--- src/rtl/uart_transmitter.sv ---
// uart_transmitter: serial UART transmitter with a registered tx line.
// Sends a frame of 1 start bit, DBITS data bits (LSB first) and 1 stop bit.
// Each bit lasts SB_TICK pulses of sample_tick.
// Optional feature: define UART_TX_PARITY_EN to insert an even-parity bit
// between the last data bit and the stop bit.
module uart_transmitter #(
  parameter int DBITS   = 8,
  parameter int SB_TICK = 16
) (
  input  logic             clk_100MHz,
  input  logic             reset,
  input  logic             sample_tick,
  input  logic             tx_start,
  input  logic [DBITS-1:0] data_in,
  output logic             tx,
  output logic             tx_busy,
  output logic             tx_done
);

  localparam int TICK_W = (SB_TICK > 1) ? $clog2(SB_TICK) : 1;
  localparam int BIT_W  = (DBITS > 1) ? $clog2(DBITS) : 1;

  localparam logic [TICK_W-1:0] TICK_LAST = TICK_W'(SB_TICK - 1);
  localparam logic [BIT_W-1:0]  BIT_LAST  = BIT_W'(DBITS - 1);
  localparam logic [TICK_W-1:0] TICK_ONE  = TICK_W'(1);
  localparam logic [BIT_W-1:0]  BIT_ONE   = BIT_W'(1);

`ifdef UART_TX_PARITY_EN
  typedef enum logic [2:0] {ST_IDLE, ST_START, ST_DATA, ST_PARITY, ST_STOP} state_t;
`else
  typedef enum logic [1:0] {ST_IDLE, ST_START, ST_DATA, ST_STOP} state_t;
`endif

  state_t             state_q, state_d;
  logic [TICK_W-1:0]  tick_q, tick_d;
  logic [BIT_W-1:0]   bit_q, bit_d;
  logic [DBITS-1:0]   shreg_q, shreg_d;
  logic               tx_q, tx_d;
  logic               done_q, done_d;
  logic               period_end;
`ifdef UART_TX_PARITY_EN
  logic               parity_q, parity_d;
`endif

  // State register: FSM state, counters, shift register and registered outputs.
  // NOTE: every register here, including the data shift register, is cleared by
  // reset so an aborted frame leaves no stale data behind.
  always_ff @(posedge clk_100MHz or posedge reset) begin
    if (reset) begin
      state_q  <= ST_IDLE;
      tick_q   <= '0;
      bit_q    <= '0;
      shreg_q  <= '0;
      tx_q     <= 1'b1;
      done_q   <= 1'b0;
`ifdef UART_TX_PARITY_EN
      parity_q <= 1'b0;
`endif
    end else begin
      // NOTE: non-blocking assignments so every register samples the values
      // computed from the same pre-edge state.
      state_q  <= state_d;
      tick_q   <= tick_d;
      bit_q    <= bit_d;
      shreg_q  <= shreg_d;
      tx_q     <= tx_d;
      done_q   <= done_d;
`ifdef UART_TX_PARITY_EN
      parity_q <= parity_d;
`endif
    end
  end

  // Next-state logic: bit timing, frame sequencing and start acceptance.
  always_comb begin
    // NOTE: hold-value defaults first so no path through the case infers a latch.
    state_d    = state_q;
    tick_d     = tick_q;
    bit_d      = bit_q;
    shreg_d    = shreg_q;
    done_d     = 1'b0;
`ifdef UART_TX_PARITY_EN
    parity_d   = parity_q;
`endif
    period_end = sample_tick && (tick_q == TICK_LAST);

    // The tick counter only advances inside a frame and wraps at each period end.
    if (sample_tick && (state_q != ST_IDLE)) begin
      tick_d = period_end ? '0 : tick_q + TICK_ONE;
    end

    case (state_q)
      ST_IDLE: begin
        if (tx_start) begin
          state_d  = ST_START;
          shreg_d  = data_in;
          tick_d   = '0;
          bit_d    = '0;
`ifdef UART_TX_PARITY_EN
          parity_d = ^data_in;
`endif
        end
      end
      ST_START: begin
        if (period_end) begin
          state_d = ST_DATA;
          bit_d   = '0;
        end
      end
      ST_DATA: begin
        if (period_end) begin
          shreg_d = shreg_q >> 1;
          if (bit_q == BIT_LAST) begin
`ifdef UART_TX_PARITY_EN
            state_d = ST_PARITY;
`else
            state_d = ST_STOP;
`endif
          end else begin
            bit_d = bit_q + BIT_ONE;
          end
        end
      end
`ifdef UART_TX_PARITY_EN
      ST_PARITY: begin
        if (period_end) begin
          state_d = ST_STOP;
        end
      end
`endif
      ST_STOP: begin
        if (period_end) begin
          state_d = ST_IDLE;
          done_d  = 1'b1;
        end
      end
      default: state_d = ST_IDLE;
    endcase
  end

  // Output logic: tx level for the upcoming state (registered above) and busy flag.
  always_comb begin
    tx_d = 1'b1;
    case (state_d)
      ST_IDLE:   tx_d = 1'b1;
      ST_START:  tx_d = 1'b0;
      ST_DATA:   tx_d = shreg_d[0];
`ifdef UART_TX_PARITY_EN
      ST_PARITY: tx_d = parity_q;
`endif
      ST_STOP:   tx_d = 1'b1;
      default:   tx_d = 1'b1;
    endcase
    tx_busy = (state_q != ST_IDLE);
  end

  assign tx      = tx_q;
  assign tx_done = done_q;

endmodule

--- config.mk ---
export PLATFORM = sky130hd
export DESIGN_NAME = uart_transmitter
export DESIGN_NICKNAME = d
export VERILOG_FILES = /design/src/rtl/uart_transmitter.sv
export SDC_FILE = /design/constraint.sdc
export NUM_CORES = 1
export LEC_CHECK = 0
export ABC_CLOCK_PERIOD_IN_PS = 3300
export BUFFER_PORTS_ARGS = -buffer_cell sky130_fd_sc_hd__buf_2
export CAP_MARGIN = 20
export CORE_AREA = 2 2 52 54
export DETAILED_ROUTE_END_ITERATION = 8
export DIE_AREA = 0 0 54 56
export SLEW_MARGIN = 20
export SYNTH_ARGS = -nofsm -noshare
export SYNTH_HDL_FRONTEND = slang
export SYNTH_SLANG_ARGS = --single-unit
--- constraint.sdc ---
create_clock -name clk_100MHz -period 3.3 [get_ports clk_100MHz]
set_input_delay 0.33 -clock clk_100MHz [delete_from_list [all_inputs] [get_ports clk_100MHz]]
set_output_delay 0.33 -clock clk_100MHz [all_outputs]
set_load 0.02 [all_outputs]
== Word-level counts from Yosys, hierarchy flattened ==
Index checks and enable logic that the tools add are counted.
W data, S select, Z words.

* Mux-type cells: 21
* Reduce and logical (&&, ||, !) cells: 10
* Equal/unequal tests: 12
* Add/subtract/negate cells: 2

{| class="wikitable"
|+ Operator list
! cell !! count
|-
| $mux W4 || 4
|-
| $mux W8 || 2
|-
| $pmux W8 S2 || 1
|-
| $mux W3 || 4
|-
| $mux W2 || 5
|-
| $pmux W3 S3 || 1
|-
| $eq A2 B2 Y1 const B || 4
|-
| $ne A2 B2 Y1 const B || 4
|-
| $pmux W2 S4 || 1
|-
| $reduce_and A5 Y1 || 1
|-
| $add A4 B1 Y4 const B || 1
|-
| $eq A2 B1 Y1 const B || 2
|-
| $eq A4 B4 Y1 const B || 1
|-
| $logic_not A2 Y1 || 2
|-
| $reduce_bool A2 Y1 || 2
|-
| $add A3 B1 Y3 const B || 1
|-
| $eq A3 B3 Y1 const B || 1
|-
| $pmux W1 S3 || 1
|-
| $reduce_and A3 Y1 || 1
|-
| $reduce_bool A3 Y1 || 1
|-
| $logic_and A1 B1 Y1 || 2
|-
| $mux W1 || 2
|-
| $reduce_or A2 Y1 || 1
|}

* Flip-flop bits (word level): 19
* Logic and storage cells: 52

== Logic depth before layout (Yosys ltp) ==
* Word-level depth: 7
* Depth in mapped cells: 8
* Gate-level depth less buffers: 7

== Least setup slack after synthesis ==
OpenSTA, ideal clock, no wires.

* Kind: register -> register
* Start: register tick_q[0]
* End: register tx_q (netlist: tx)
* Period minus slack after synthesis: 1.848 ns
* Setup time: 0.094 ns
* Arrival: 1.753 ns
* Stages on the path, launching flop included: 9
* Path slack: 1.452 ns
* Cells stage by stage: dfrtp_1 -> ha_1 -> and4_4 -> buf_6 -> nand2_1 -> xnor2_1 -> ha_1 -> a21oi_1 -> a311oi_1

* Word-level cells in the longest chain between the ends: 7
* Elaborated cells between the ends (all ways): 14
* Those cells by class: 4 x eq/ne; 7 x mux; 3 x reduce/logical

{| class="wikitable"
|+ RTL lines
! what !! RTL line !! text
|-
| start, declared || 35 || <nowiki>logic [TICK_W-1:0] tick_q, tick_d;</nowiki>
|-
| start signal, assigned || 63 || <nowiki>tick_q <= tick_d;</nowiki>
|-
| $eq A4 B4 Y1 (*) || 85 || <nowiki>period_end = sample_tick && (tick_q == TICK_LAST);</nowiki>
|-
| $logic_and A1 B1 Y1 (*) || 85 ||
|-
| $mux W2, on equally long branches || 132, 105, 111 ||
|-
| $pmux W2 S4 (*) || 92 || <nowiki>case (state_q)</nowiki>
|-
| net state_d[1] || 34 || <nowiki>state_t state_q, state_d;</nowiki>
|-
| $eq A2 B2 Y1 or $logic_not A2 Y1 (tied branches) || 144 || <nowiki>case (state_d)</nowiki>
|-
| $reduce_or A2 Y1 (no source line) || n/a ||
|-
| $pmux W1 S3 (*) || 144 ||
|-
| net tx_d || 38 || <nowiki>logic tx_q, tx_d;</nowiki>
|-
| end signal, assigned || 66 || <nowiki>tx_q <= tx_d;</nowiki>
|-
| end, declared || 38 ||
|}

The timed path passes the listed nets; every way through them passes the cells marked *. The select of a mux whose other input is x is not followed.
A chain may end at the register's enable or synchronous reset.

== Worst setup path in the final report ==
Same ends and word-level chain as after synthesis.

==> flow_metrics.py <==
metrics = {
    "outcome": {
        "status": "finished clean",
    },
    "cts": {
        "clk_pin_slew_ns": 0.12,
        "cts_tree": "built",
        "htree_levels": 1,
        "holdBufCountCts": 0,
        "clk_latency_ns": 0.30,
        "clockRootBuffer": "clkbuf_4",
        "clk_path_buf_depth": 2,
        "ctsResizeCount": 0,
        "postCtsSetupRepairBufs": 0,
        "numCtsBuffers": 3,
        "cts.sinks": 19,
    },
    "synthesis": {
        "synth_top_family_by_area": "compound AO/OA/AOI/OAI gates",
        "synth.area.top_cells": "dfrtp_1 43%, ha_1 6.0%, a221o_1 5.7%",
        "yosysMostFrequentCell": "dfrtp_1",
        "synth_edf_count": 0,
        "yosys.area.top_type": "dfrtp_1",
        "ys_types": 39,
        "synth-seq-area-share_pct": 45.6,
        "synthFlopType": "dfrtp_1",
        "ys_ff_latch": 19,
        "synth_fa_ha_area_share_pct": 5.99,
        "syn_area_per_cell_um2": 11.1,
        "syn-instance-count": 94,
        "ys_warn_count": 0,
        "synth_top_area_share_pct": 43.1,
        "muxShareOfSynthArea_pct": 0.958,
        "async_reset_ff_share_pct": 100,
        "syn_nets": 111,
        "syn_area_um2": 1040,
        "synthSimpleGateAreaFrac_pct": 18.2,
        "synth_compound_area_share_pct": 21.1,
        "synth_xor_area_share_pct": 3.35,
        "netlist_top_cells_count": "18 x dfrtp_1, 8 x and3_1, 6 x a221o_1, 6 x nor2_1, 5 x ha_1",
    },
    "layout": {
        "instances_no_fill": 138,
        "nNetsFinal": 126,
        "drive_gt1_share_pct": 26.9,
        "antenna_cells": 0,
        "fillers": 231,
        "syn_to_final_growth_pct": 9.58,
    },
    "critical_path": {
        "arrival_ns": 2.27,
        "crit_fanout": 15,
        "cp.required_ns": 3.52,
        "crit_path_end_kind": "register",
        "crit_type": "reg -> reg",
        "startpoint_type": "register",
    },
    "route": {
        "initialDrtViolationCount": 13,
        "wire_per_inst_um": 13.4,
        "dr.pass1.iters": 3,
        "postRouteAntennaNets": 0,
        "num_vias": 723,
        "via_per_inst": 5.24,
        "drc": 0,
        "wirelength_um": 1850,
    },
    "floorplanning": {
        "die_x_um": 54,
        "die-area_um2": 3020,
        "core-area_um2": 2430,
        "pin_count": 15,
        "rows": 18,
        "die_y_um": 56,
        "initial_core_util_pct": 43.0,
    },
    "flow_run": {
        "cap_violations": 0,
    },
    "place": {
        "gp_congestion": 0.692,
        "io_buffers": 14,
        "place_hpwl_um": 1300,
        "placedCellCount": 134,
    },
    "power_and_ir_drop": {
        "power.density_nw_per_um2": 732,
        "switchingPower_mw": 0.308,
        "power.internal_mw": 0.530,
        "leakagePower_nw": 0.544,
        "clockPowerShare_pct": 14.1,
        "ir_drop_mv": 0.509,
        "seq_power_share_pct": 50.3,
        "p_sw_share_pct": 36.7,
        "combPwrFrac_pct": 35.6,
    },
    "timing": {
        "clock.fmax_ghz": 0.488,
        "slew_headroom_pct": 41.1,
        "finClkSkew_ns": 0.0147,
        "finalSetupTns_ns": 0,
        "layout_min_cycle_time_ns": 2.05,
        "slew_viol_final": 0,
        "tightestPinTransition_ns": 0.880,
        "fin_crit_sh_pct": 62.1,
        "rsz0062_at_grt": "no",
        "finalSetupViolCount": 0,
        "hold_violations": 0,
    },
    "grt": {
        "grt-ovfl-total": 0,
        "grt_pass1_wl_um": 3360,
        "grt_max_degree": 20,
        "grt.total_usage_pct": 14.6,
        "first_global_vias": 751,
        "antenna_found_initial": 0,
    },
    "min_path": {
        "min_path_type": "in -> async",
    },
}
[layer usage]
metal | up-vias | global-route usage [%] | part of all wire (%)
li1 | 379 | - | -
met1 | 335 | 22.9 | 54
met2 | 7 | 20.4 | 43
met3 | 2 | 4.03 | 2.2
met4 | 0 | 2.14 | 0.65
met5 | - | 0 | 0
[state kept, by name, indices dropped and copies added (netlist names)]
signal   count
bit_q        3
shreg_q      8
state_q      2
tick_q       4
tx           1
tx_done      1
[metrics by stage]
stage / setup slack, ns / hold WS, ns / instance area, um^2 / total power [mW] / utilization, %
after global routing: 1.09 / 0.184 / 1140 / 0.919 / 47.1
after floorplan: 1.45 / 0.280 / 1040 / 0.669 / -
after CTS: 1.25 / 0.146 / 1140 / 0.849 / 47.1
final: 1.25 / 0.129 / 1140 / 0.838 / 47.1
after detailed placement: 1.26 / 0.492 / 1120 / 0.726 / 45.9
after global placement: 1.35 / 0.488 / 1120 / 0.716 / 45.9
[path summary, 6_finish.rpt]
kind | start | end | cells after the start | slack, ns
max reg2reg | tick_q[0] | tx | 7 | 1.25
max | tick_q[0] | tx | 7 | 1.25
max in group asynchronous | reset | tick_q[3] | 2 | 2.70
min reg2reg | shreg_q[4] | shreg_q[4] | 1 | 0.52
min in group clk_100MHz | data_in[7] | shreg_q[7] | 3 | 0.24
min | reset | shreg_q[3] | 2 | 0.13
[layout by cell type (no fill, tap or decap), drive strengths merged, types with 3 or more instances in the layout]
cell | synthesis | final
a221o | 6 | 6
ha | 5 | 5
o211ai | 3 | 3
a21oi | 3 | 3
and3 | 8 | 8
nand2 | 4 | 4
nand3 | 3 | 3
a31oi | 3 | 3
inv | 4 | 4
nor2 | 6 | 6
buf | 4 | 14
clkbuf | 0 | 3
o21ai | 4 | 4
dfrtp | 18 | 18
[logic make-up after synthesis]
logic type,Yosys count
muxes,1
xor gates and xnor gates,4
AOI/OAI and AO/OA,25
DFF,19
adders and majority gates,5
buffers and inverters,8
and+or+nand+nor,32
[area by class of cell]
cell class	instances	area [um^2]	share of cell area, %
clock buffers	3	22.5	1.97
well taps	30	37.5	3.28
repair buffers	14	70.1	6.12
clock inverters	1	5.00	0.437
flip-flops and latches	19	477	41.6
multi-input cells	67	518	45.2
inverters	4	15.0	1.31
[critical path: stages, from the launching register on]
cell and delay (ns):
dfrtp_1 0.40, ha_1 0.21, and4_4 0.34, nand2_1 0.16
xnor2_1 0.20, ha_1 0.33, a21oi_1 0.04, a311oi_1 0.30
[power by group through the flow]
| stage | Clock, mW | Sequential (mW) | Combinational [mW] |
|---|---|---|---|
| after floorplan | 0 | 0.397 | 0.272 |
| after global placement | 0 | 0.424 | 0.291 |
| after detailed placement | 0 | 0.426 | 0.299 |
| after CTS | 0.126 | 0.421 | 0.303 |
| after global routing | 0.133 | 0.444 | 0.342 |
| final | 0.118 | 0.421 | 0.299 |
Note: power is estimated with default switching activity, not from simulation.
